`src/rtl/id_ex_stage_pkg.sv`:
```
// -----------------------------------------------------------------------------
// id_ex_stage_pkg
//
// Shared definitions for the ID/EX pipeline register of the lab CPU and its
// operand-forwarding multiplexer.
//
// Contents:
//   REGFILE_ADDRESS_WIDTH  register index width (register 0 reads as zero)
//   DMEM_ADDRESS_WIDTH     width of operand A / data-memory address
//   DATA_WIDTH             width of operand B and of all forwarded results
//   fwd_sel_e              which source an operand was taken from
//   ctrl_t                 decoded control bundle (reg_write, mem_read, mem_write)
//   stage_action_e         what the stage register does on the next edge
//   is_bypass()            true when a select code refers to a pipeline bypass
// -----------------------------------------------------------------------------
package id_ex_stage_pkg;

    localparam int REGFILE_ADDRESS_WIDTH = 3;
    localparam int DMEM_ADDRESS_WIDTH    = 8;
    localparam int DATA_WIDTH            = 64;

    // Saturation ceiling for the optional hazard counters.
    localparam logic [31:0] COUNT_MAX = 32'hFFFF_FFFF;

    // Operand source select.
    typedef enum logic [1:0] {
        FWD_NONE = 2'd0,  // register-file read data
        FWD_EXM  = 2'd1,  // EX/MEM result
        FWD_MWB  = 2'd2,  // MEM/WB result
        FWD_ZERO = 2'd3   // register 0, hard-wired zero
    } fwd_sel_e;

    // Control bundle; field order is fixed and shared by every stage.
    typedef struct packed {
        logic reg_write;
        logic mem_read;
        logic mem_write;
    } ctrl_t;

    localparam ctrl_t CTRL_NONE = '0;

    // Resolved per-cycle action of the stage register (reset is handled
    // directly in the register process and takes precedence over all of these).
    typedef enum logic [1:0] {
        ACT_CAPTURE  = 2'd0,  // take the incoming instruction (valid or bubble)
        ACT_LOAD_USE = 2'd1,  // insert a bubble, hold IF/ID
        ACT_HOLD     = 2'd2,  // freeze everything, hold IF/ID
        ACT_FLUSH    = 2'd3   // kill the incoming instruction
    } stage_action_e;

    function automatic logic is_bypass(input fwd_sel_e sel);
        return (sel == FWD_EXM) || (sel == FWD_MWB);
    endfunction

endpackage

```
`src/rtl/id_ex_stage_fwd_mux.sv`:
```
// -----------------------------------------------------------------------------
// id_ex_stage_fwd_mux
//
// Purely combinational operand selector for one register-file source.
// Priority, highest first:
//   1. source index 0             -> zero
//   2. EX/MEM writeback to index  -> exm_data
//   3. MEM/WB writeback to index  -> mwb_data
//   4. otherwise                  -> rf_data
//
// Ports:
//   src_idx        in   register index being read
//   rf_data        in   register-file read data for that index
//   exm_reg_write  in   EX/MEM writeback pending
//   exm_waddr      in   EX/MEM destination index
//   exm_data       in   EX/MEM result
//   mwb_reg_write  in   MEM/WB writeback pending
//   mwb_waddr      in   MEM/WB destination index
//   mwb_data       in   MEM/WB result
//   operand        out  selected operand value
//   sel_o          out  select code (fwd_sel_e) for the chosen source
// -----------------------------------------------------------------------------
module id_ex_stage_fwd_mux
    import id_ex_stage_pkg::*;
(
    input  logic [REGFILE_ADDRESS_WIDTH-1:0] src_idx,
    input  logic [DATA_WIDTH-1:0]            rf_data,
    input  logic                             exm_reg_write,
    input  logic [REGFILE_ADDRESS_WIDTH-1:0] exm_waddr,
    input  logic [DATA_WIDTH-1:0]            exm_data,
    input  logic                             mwb_reg_write,
    input  logic [REGFILE_ADDRESS_WIDTH-1:0] mwb_waddr,
    input  logic [DATA_WIDTH-1:0]            mwb_data,
    output logic [DATA_WIDTH-1:0]            operand,
    output logic [1:0]                       sel_o
);

    fwd_sel_e sel;

    always_comb begin
        sel = FWD_NONE;
        if (src_idx == '0) begin
            sel = FWD_ZERO;
        end else if (exm_reg_write && (exm_waddr == src_idx)) begin
            // The younger producer wins when both bypasses hit the same index.
            sel = FWD_EXM;
        end else if (mwb_reg_write && (mwb_waddr == src_idx)) begin
            sel = FWD_MWB;
        end
    end

    always_comb begin
        operand = rf_data;
        case (sel)
            FWD_ZERO: operand = '0;
            FWD_EXM:  operand = exm_data;
            FWD_MWB:  operand = mwb_data;
            default:  operand = rf_data;
        endcase
    end

    assign sel_o = sel;

endmodule

```
`src/rtl/id_ex_stage.sv`:
```
// -----------------------------------------------------------------------------
// id_ex_stage
//
// ID/EX pipeline register for the lab CPU. Takes the two register-file read
// ports, resolves RAW hazards by forwarding from EX/MEM and MEM/WB, detects
// load-use hazards (one-cycle IF/ID stall plus a bubble) and honours a
// downstream hold and flush.
//
// Next-edge priority: reset > flush_i > hold_i > load-use > normal capture.
//
// Ports:
//   clock, reset                       rising-edge clock, synchronous active-high reset
//   in_valid                           decoded instruction present
//   in_r1addr / in_r1data              source 1 index / regfile data (operand A, address)
//   in_r2addr / in_r2data              source 2 index / regfile data (operand B, store data)
//   in_waddr                           destination index
//   in_reg_write/in_mem_read/in_mem_write  decoded controls
//   exm_reg_write/exm_waddr/exm_data   EX/MEM bypass
//   mwb_reg_write/mwb_waddr/mwb_data   MEM/WB bypass
//   hold_i                             downstream stall: freeze the stage
//   flush_i                            kill the instruction entering the stage
//   stall_o                            to IF/ID: do not advance
//   out_valid, out_addr, out_sdata, out_waddr   registered instruction
//   out_reg_write/out_mem_read/out_mem_write    registered controls, gated by out_valid
//
// Build option ID_EX_HAZARD_STATS_EN adds two saturating 32-bit counters:
//   stall_count  cycles in which a load-use bubble was inserted
//   fwd_count    captured valid instructions that used any bypass
// -----------------------------------------------------------------------------
module id_ex_stage
    import id_ex_stage_pkg::*;
(
    input  logic                             clock,
    input  logic                             reset,
    input  logic                             in_valid,
    input  logic [REGFILE_ADDRESS_WIDTH-1:0] in_r1addr,
    input  logic [REGFILE_ADDRESS_WIDTH-1:0] in_r2addr,
    input  logic [DMEM_ADDRESS_WIDTH-1:0]    in_r1data,
    input  logic [DATA_WIDTH-1:0]            in_r2data,
    input  logic [REGFILE_ADDRESS_WIDTH-1:0] in_waddr,
    input  logic                             in_reg_write,
    input  logic                             in_mem_read,
    input  logic                             in_mem_write,
    input  logic                             exm_reg_write,
    input  logic [REGFILE_ADDRESS_WIDTH-1:0] exm_waddr,
    input  logic [DATA_WIDTH-1:0]            exm_data,
    input  logic                             mwb_reg_write,
    input  logic [REGFILE_ADDRESS_WIDTH-1:0] mwb_waddr,
    input  logic [DATA_WIDTH-1:0]            mwb_data,
    input  logic                             hold_i,
    input  logic                             flush_i,
    output logic                             stall_o,
    output logic                             out_valid,
    output logic [DMEM_ADDRESS_WIDTH-1:0]    out_addr,
    output logic [DATA_WIDTH-1:0]            out_sdata,
    output logic [REGFILE_ADDRESS_WIDTH-1:0] out_waddr,
    output logic                             out_reg_write,
    output logic                             out_mem_read,
    output logic                             out_mem_write
`ifdef ID_EX_HAZARD_STATS_EN
    ,
    output logic [31:0]                      stall_count,
    output logic [31:0]                      fwd_count
`endif
);

    // ------------------------------------------------------------------
    // Operand forwarding
    // ------------------------------------------------------------------
    logic [DATA_WIDTH-1:0] op_a_full;
    logic [DATA_WIDTH-1:0] op_b;
    logic [1:0]            sel_a_raw;
    logic [1:0]            sel_b_raw;
    fwd_sel_e              sel_a;
    fwd_sel_e              sel_b;

    // Operand A is narrow: zero-extend the regfile data into the shared mux
    // and keep only the low address bits of whatever it selects.
    id_ex_stage_fwd_mux u_fwd_a (
        .src_idx       (in_r1addr),
        .rf_data       ({{(DATA_WIDTH-DMEM_ADDRESS_WIDTH){1'b0}}, in_r1data}),
        .exm_reg_write (exm_reg_write),
        .exm_waddr     (exm_waddr),
        .exm_data      (exm_data),
        .mwb_reg_write (mwb_reg_write),
        .mwb_waddr     (mwb_waddr),
        .mwb_data      (mwb_data),
        .operand       (op_a_full),
        .sel_o         (sel_a_raw)
    );

    id_ex_stage_fwd_mux u_fwd_b (
        .src_idx       (in_r2addr),
        .rf_data       (in_r2data),
        .exm_reg_write (exm_reg_write),
        .exm_waddr     (exm_waddr),
        .exm_data      (exm_data),
        .mwb_reg_write (mwb_reg_write),
        .mwb_waddr     (mwb_waddr),
        .mwb_data      (mwb_data),
        .operand       (op_b),
        .sel_o         (sel_b_raw)
    );

    assign sel_a = fwd_sel_e'(sel_a_raw);
    assign sel_b = fwd_sel_e'(sel_b_raw);

    // ------------------------------------------------------------------
    // Stage registers
    // ------------------------------------------------------------------
    logic                             valid_q, valid_d;
    logic [DMEM_ADDRESS_WIDTH-1:0]    addr_q,  addr_d;
    logic [DATA_WIDTH-1:0]            sdata_q, sdata_d;
    logic [REGFILE_ADDRESS_WIDTH-1:0] waddr_q, waddr_d;
    ctrl_t                            ctrl_q,  ctrl_d;
    ctrl_t                            in_ctrl;

    assign in_ctrl = '{reg_write: in_reg_write,
                       mem_read:  in_mem_read,
                       mem_write: in_mem_write};

    // ------------------------------------------------------------------
    // Hazard detection and action decode
    // ------------------------------------------------------------------
    logic          load_use;
    stage_action_e action;

    // A load sitting in this stage whose destination is read by the incoming
    // instruction. Its data only exists after MEM, so the consumer waits one
    // cycle and then picks the value up from the MEM/WB bypass.
    always_comb begin
        load_use = in_valid && valid_q && ctrl_q.mem_read &&
                   (waddr_q != '0) &&
                   ((waddr_q == in_r1addr) || (waddr_q == in_r2addr));
    end

    always_comb begin
        action = ACT_CAPTURE;
        if (flush_i) begin
            action = ACT_FLUSH;
        end else if (hold_i) begin
            // A pending load-use bubble waits until the hold is released.
            action = ACT_HOLD;
        end else if (load_use) begin
            action = ACT_LOAD_USE;
        end
    end

    // Reset overrides the stall combinationally so IF/ID is released in the
    // same cycle reset is asserted.
    always_comb begin
        stall_o = 1'b0;
        if (!reset) begin
            stall_o = (action == ACT_HOLD) || (action == ACT_LOAD_USE);
        end
    end

    // ------------------------------------------------------------------
    // Next-state logic
    // ------------------------------------------------------------------
    always_comb begin
        valid_d = valid_q;
        addr_d  = addr_q;
        sdata_d = sdata_q;
        waddr_d = waddr_q;
        ctrl_d  = ctrl_q;
        case (action)
            ACT_FLUSH: begin
                valid_d = 1'b0;
                ctrl_d  = CTRL_NONE;
            end
            ACT_LOAD_USE: begin
                // Payload is kept; the bubble is made by valid alone and the
                // outputs are gated.
                valid_d = 1'b0;
            end
            ACT_HOLD: begin
                valid_d = valid_q;
            end
            default: begin
                // in_valid = 0 captures a bubble the same way.
                valid_d = in_valid;
                addr_d  = op_a_full[DMEM_ADDRESS_WIDTH-1:0];
                sdata_d = op_b;
                waddr_d = in_waddr;
                ctrl_d  = in_ctrl;
            end
        endcase
    end

    always_ff @(posedge clock) begin
        if (reset) begin
            valid_q <= 1'b0;
            addr_q  <= '0;
            sdata_q <= '0;
            waddr_q <= '0;
            ctrl_q  <= CTRL_NONE;
        end else begin
            valid_q <= valid_d;
            addr_q  <= addr_d;
            sdata_q <= sdata_d;
            waddr_q <= waddr_d;
            ctrl_q  <= ctrl_d;
        end
    end

    // ------------------------------------------------------------------
    // Outputs
    // ------------------------------------------------------------------
    assign out_valid     = valid_q;
    assign out_addr      = addr_q;
    assign out_sdata     = sdata_q;
    assign out_waddr     = waddr_q;
    assign out_reg_write = valid_q & ctrl_q.reg_write;
    assign out_mem_read  = valid_q & ctrl_q.mem_read;
    assign out_mem_write = valid_q & ctrl_q.mem_write;

`ifdef ID_EX_HAZARD_STATS_EN
    // ------------------------------------------------------------------
    // Hazard statistics
    // ------------------------------------------------------------------
    logic [31:0] stall_cnt_q, stall_cnt_d;
    logic [31:0] fwd_cnt_q,   fwd_cnt_d;
    logic        fwd_used;
    logic        unused_op_a_hi;

    assign fwd_used       = is_bypass(sel_a) || is_bypass(sel_b);
    assign unused_op_a_hi = ^op_a_full[DATA_WIDTH-1:DMEM_ADDRESS_WIDTH];

    always_comb begin
        stall_cnt_d = stall_cnt_q;
        fwd_cnt_d   = fwd_cnt_q;
        if ((action == ACT_LOAD_USE) && (stall_cnt_q != COUNT_MAX)) begin
            stall_cnt_d = stall_cnt_q + 32'd1;
        end
        if ((action == ACT_CAPTURE) && in_valid && fwd_used &&
            (fwd_cnt_q != COUNT_MAX)) begin
            fwd_cnt_d = fwd_cnt_q + 32'd1;
        end
    end

    always_ff @(posedge clock) begin
        if (reset) begin
            stall_cnt_q <= '0;
            fwd_cnt_q   <= '0;
        end else begin
            stall_cnt_q <= stall_cnt_d;
            fwd_cnt_q   <= fwd_cnt_d;
        end
    end

    assign stall_count = stall_cnt_q;
    assign fwd_count   = fwd_cnt_q;
`else
    // Select codes only feed the statistics; the upper bits of the widened
    // operand A are never used.
    logic unused_fwd_bits;
    assign unused_fwd_bits = ^{op_a_full[DATA_WIDTH-1:DMEM_ADDRESS_WIDTH],
                               sel_a, sel_b};
`endif

endmodule

```
`config.mk`:
```
export PLATFORM = sky130hd
export DESIGN_NAME = id_ex_stage
export DESIGN_NICKNAME = d
export VERILOG_FILES = /design/src/rtl/id_ex_stage_pkg.sv /design/src/rtl/id_ex_stage_fwd_mux.sv /design/src/rtl/id_ex_stage.sv
export SDC_FILE = /design/constraint.sdc
export NUM_CORES = 1
export LEC_CHECK = 0
export CELL_PAD_IN_SITES_DETAIL_PLACEMENT = 0
export CELL_PAD_IN_SITES_GLOBAL_PLACEMENT = 1
export CORE_ASPECT_RATIO = 0.5
export CORE_MARGIN = 5
export CORE_UTILIZATION = 24
export DETAILED_ROUTE_END_ITERATION = 16
export PLACE_DENSITY = 0.91
export RECOVER_POWER = 50
export SLEW_MARGIN = 20
export SYNTH_ARGS = -nofsm -noshare
export SYNTH_HDL_FRONTEND = slang
export SYNTH_SLANG_ARGS = --single-unit
```
`constraint.sdc`:
```
create_clock -name clock -period 3.24 [get_ports clock]
set_clock_uncertainty 0.15 [all_clocks]
set_input_delay 0.486 -clock clock [delete_from_list [all_inputs] [get_ports clock]]
set_output_delay 0.486 -clock clock [all_outputs]
set_load 0.03 [all_outputs]
```
==> impl_metrics.json <==
{
  "max_freq_mhz": 336,
  "mostFrequentLayoutCells": "clkdlybuf4s50_1, nand2_1, dfxtp_1, dlygate4sd3_1, nor2_1",
  "synth_area_per_cell_um2": 8.11,
  "nets": 1055,
  "critPathRequiredTime_ps": 2600,
  "pwr-share-seq_pct": 35.4,
  "area_growth_pct": 82.8,
  "post-route-min-period_ps": 2980,
  "grt-ovfl-total": 0,
  "combPwrFrac_pct": 27.3,
  "final_common_cell": "clkdlybuf4s50_1",
  "core_area_um2": 17700,
  "rsz0062_at_grt": "no",
  "vias_per_cell": 4.78,
  "grt_pass1_vias": 5171,
  "hold_viol": 0,
  "drv_cap": 0,
  "wirelength_mm": 19.4,
  "ys_ff_latch": 79,
  "insertion_delay_ps": 330,
  "clockBufferDepth": 2,
  "final_area_um2": 8020,
  "power.density_nw_per_um2": 368,
  "track_usage_pct": 17.2,
  "synth_cells": 541,
  "port-buffer-count": 304,
  "synthDistinctLibCells": 34,
  "slew_violations": 0,
  "drc": 0,
  "wl_per_cell_um": 18.2,
  "cts_root_buf": "clkbuf_16",
  "clk_pin_slew_ps": 60,
  "max_slew_margin_pct": 43.6,
  "finalCritPeriodShare_pct": 91.9,
  "place.gp.congestion": 0.846,
  "startpoint_type": "input port",
  "firstDrtPassIters": 4,
  "worstHoldPathType": "reg -> reg",
  "grt_max_degree": 114,
  "clkSinkCount": 79,
  "ir_worst_vdd_v": 0.000211,
  "power_leakage_nw": 3.07,
  "switching_share_pct": 27.7,
  "synth_area_um2": 4390,
  "min_path_cells": 2,
  "rows": 34,
  "io_pins": 305,
  "cts_tree": "yes",
  "ys_warn_count": 0,
  "p_clk_share_pct": 37.3,
  "grt_pass1_wl_mm": 29.3,
  "fp.dieH_um": 106,
  "cts_inserted_buffers": 9,
  "ant_nets": 0,
  "holdWs_ps": 302,
  "path_class": "in -> out",
  "tightest_slew_ps": 839,
  "start_util_pct": 24.9,
  "critPathMaxFanout": 6,
  "grt_antenna_before_repair": 0,
  "yosysSeqAreaShare_pct": 36.0,
  "drive_gt1_share_pct": 11.3,
  "p_switching_w": 0.000817,
  "worstSetupEndpointType": "output pin",
  "cts_hold_buf": 0,
  "antenna_cells": 0,
  "dpl.hpwl_mm": 15.3,
  "cts_resized": 0,
  "die_w_um": 201,
  "synth_nets": 768,
  "final-setup-viol-count": 0,
  "rr_worst_depth": 8,
  "status": "finished clean",
  "post_cts_buffers": 0,
  "drt_iter0_drc": 248,
  "num_vias": 5100,
  "p_int_w": 0.00214,
  "place_area_um2": 7700,
  "dieArea_um2": 21300,
  "htree_levels": 3,
  "cp_data_arrival_time_ps": 2340
}
## cell usage after synthesis
master,n,area [µm²]
nand2_1,130,488
dfxtp_1,79,1580
nor2_1,73,274
a311oi_1,55,482
mux2_2,55,619
o21ai_0,24,120
clkbuf_1,23,86.3
xnor2_1,18,158
buf_2,14,70.1
a21oi_1,10,50.1
o221ai_1,10,87.6
o21a_1,7,52.6
buf_4,5,37.5
nor2b_1,4,25.0
and2_1,3,18.8
mux2i_1,3,30.0
nand3_1,3,15.0
nand4_1,3,18.8
nor3_1,3,15.0
a22oi_1,2,15.0
ha_1,2,25.0
inv_1,2,7.51
nand2b_1,2,12.5
a211o_1,1,8.76
a21oi_4,1,16.3
a2bb2oi_1,1,8.76
a41oi_1,1,8.76
a41oi_2,1,16.3
buf_1,1,3.75
nor2_2,1,6.26
nor3b_1,1,7.51
o31ai_1,1,7.51
or2_2,1,6.26
or3b_1,1,8.76
## stage by stage
step | setup slack (ps) | cells | power, W | utilization, % | setup TNS [ps]
finish | 262 | 1067 | 0.00295 | 45.4 | 0
global route | 152 | 1067 | 0.00309 | 45.4 | 0
CTS | 273 | 1067 | 0.00301 | 45.4 | 0
detailed placement | -26.5 | 1051 | 0.00189 | 43.6 | -109
global placement | 107 | 1051 | 0.00188 | 43.6 | 0
floorplan | 505 | 541 | 0.00143 | - | 0
## sequential cells by signal, summed over array words and instances (netlist names)
register   flops
ctrl_q         3
out_addr       8
out_sdata     64
out_valid      1
out_waddr      3
## power groups by stage
stage | combinational (W) | clock [W] | sequential [W]
final | 0.000806 | 0.00110 | 0.00105
after floorplan | 0.000270 | 0 | 0.00116
after global placement | 0.000815 | 0 | 0.00107
after detailed placement | 0.000823 | 0 | 0.00107
after global routing | 0.000864 | 0.00118 | 0.00105
after CTS | 0.000827 | 0.00114 | 0.00105
## worst paths after layout
check,start,to,slack (ps)
max,in_r2addr[0],stall_o,260
max reg2reg,out_waddr[1],out_sdata[59],900
min,out_sdata[48],out_sdata[48],300
min reg2reg,out_sdata[48],out_sdata[48],300
## worst max-delay path, stage by stage
cell and delay (ps):
clkdlybuf4s50_1 590, xnor2_1 160, nand3_1 90, a21oi_1 220
a21oi_1 160, ha_4 330, nor2b_1 130, buf_4 180
## final cells by class
type / instances / area, µm²
Clock buffer: 9 / 225
Tap cell: 234 / 293
Multi-Input combinational cell: 417 / 2630
Inverter: 2 / 7.51
Sequential cell: 79 / 1580
Fill cell: 1659 / 9630
Clock inverter: 7 / 97.6
Timing Repair Buffer: 319 / 3190
## cell families after synthesis
| kind of cell | Yosys count | synth area share, % |
|---|---|---|
| adder cells (fa/ha/maj) | 2 | 0.570 |
| AO/OA/AOI/OAI | 114 | 19.9 |
| buffers and inverters | 45 | 4.68 |
| flip-flops | 79 | 36.0 |
| XOR/XNOR | 18 | 3.59 |
| AND/OR/NAND/NOR | 225 | 20.4 |
| multiplexers | 58 | 14.8 |
## routing by layer
metal / up-vias / global-route usage, % / wire length (µm)
met2: 122 / 31.3 / 10100
met3: 34 / 3.28 / 659
met1: 2444 / 20.5 / 8040
met5: - / 0 / 0
li1: 2500 / - / -
met4: 0 / 5.95 / 578
Power figures use the tool's default switching activity.
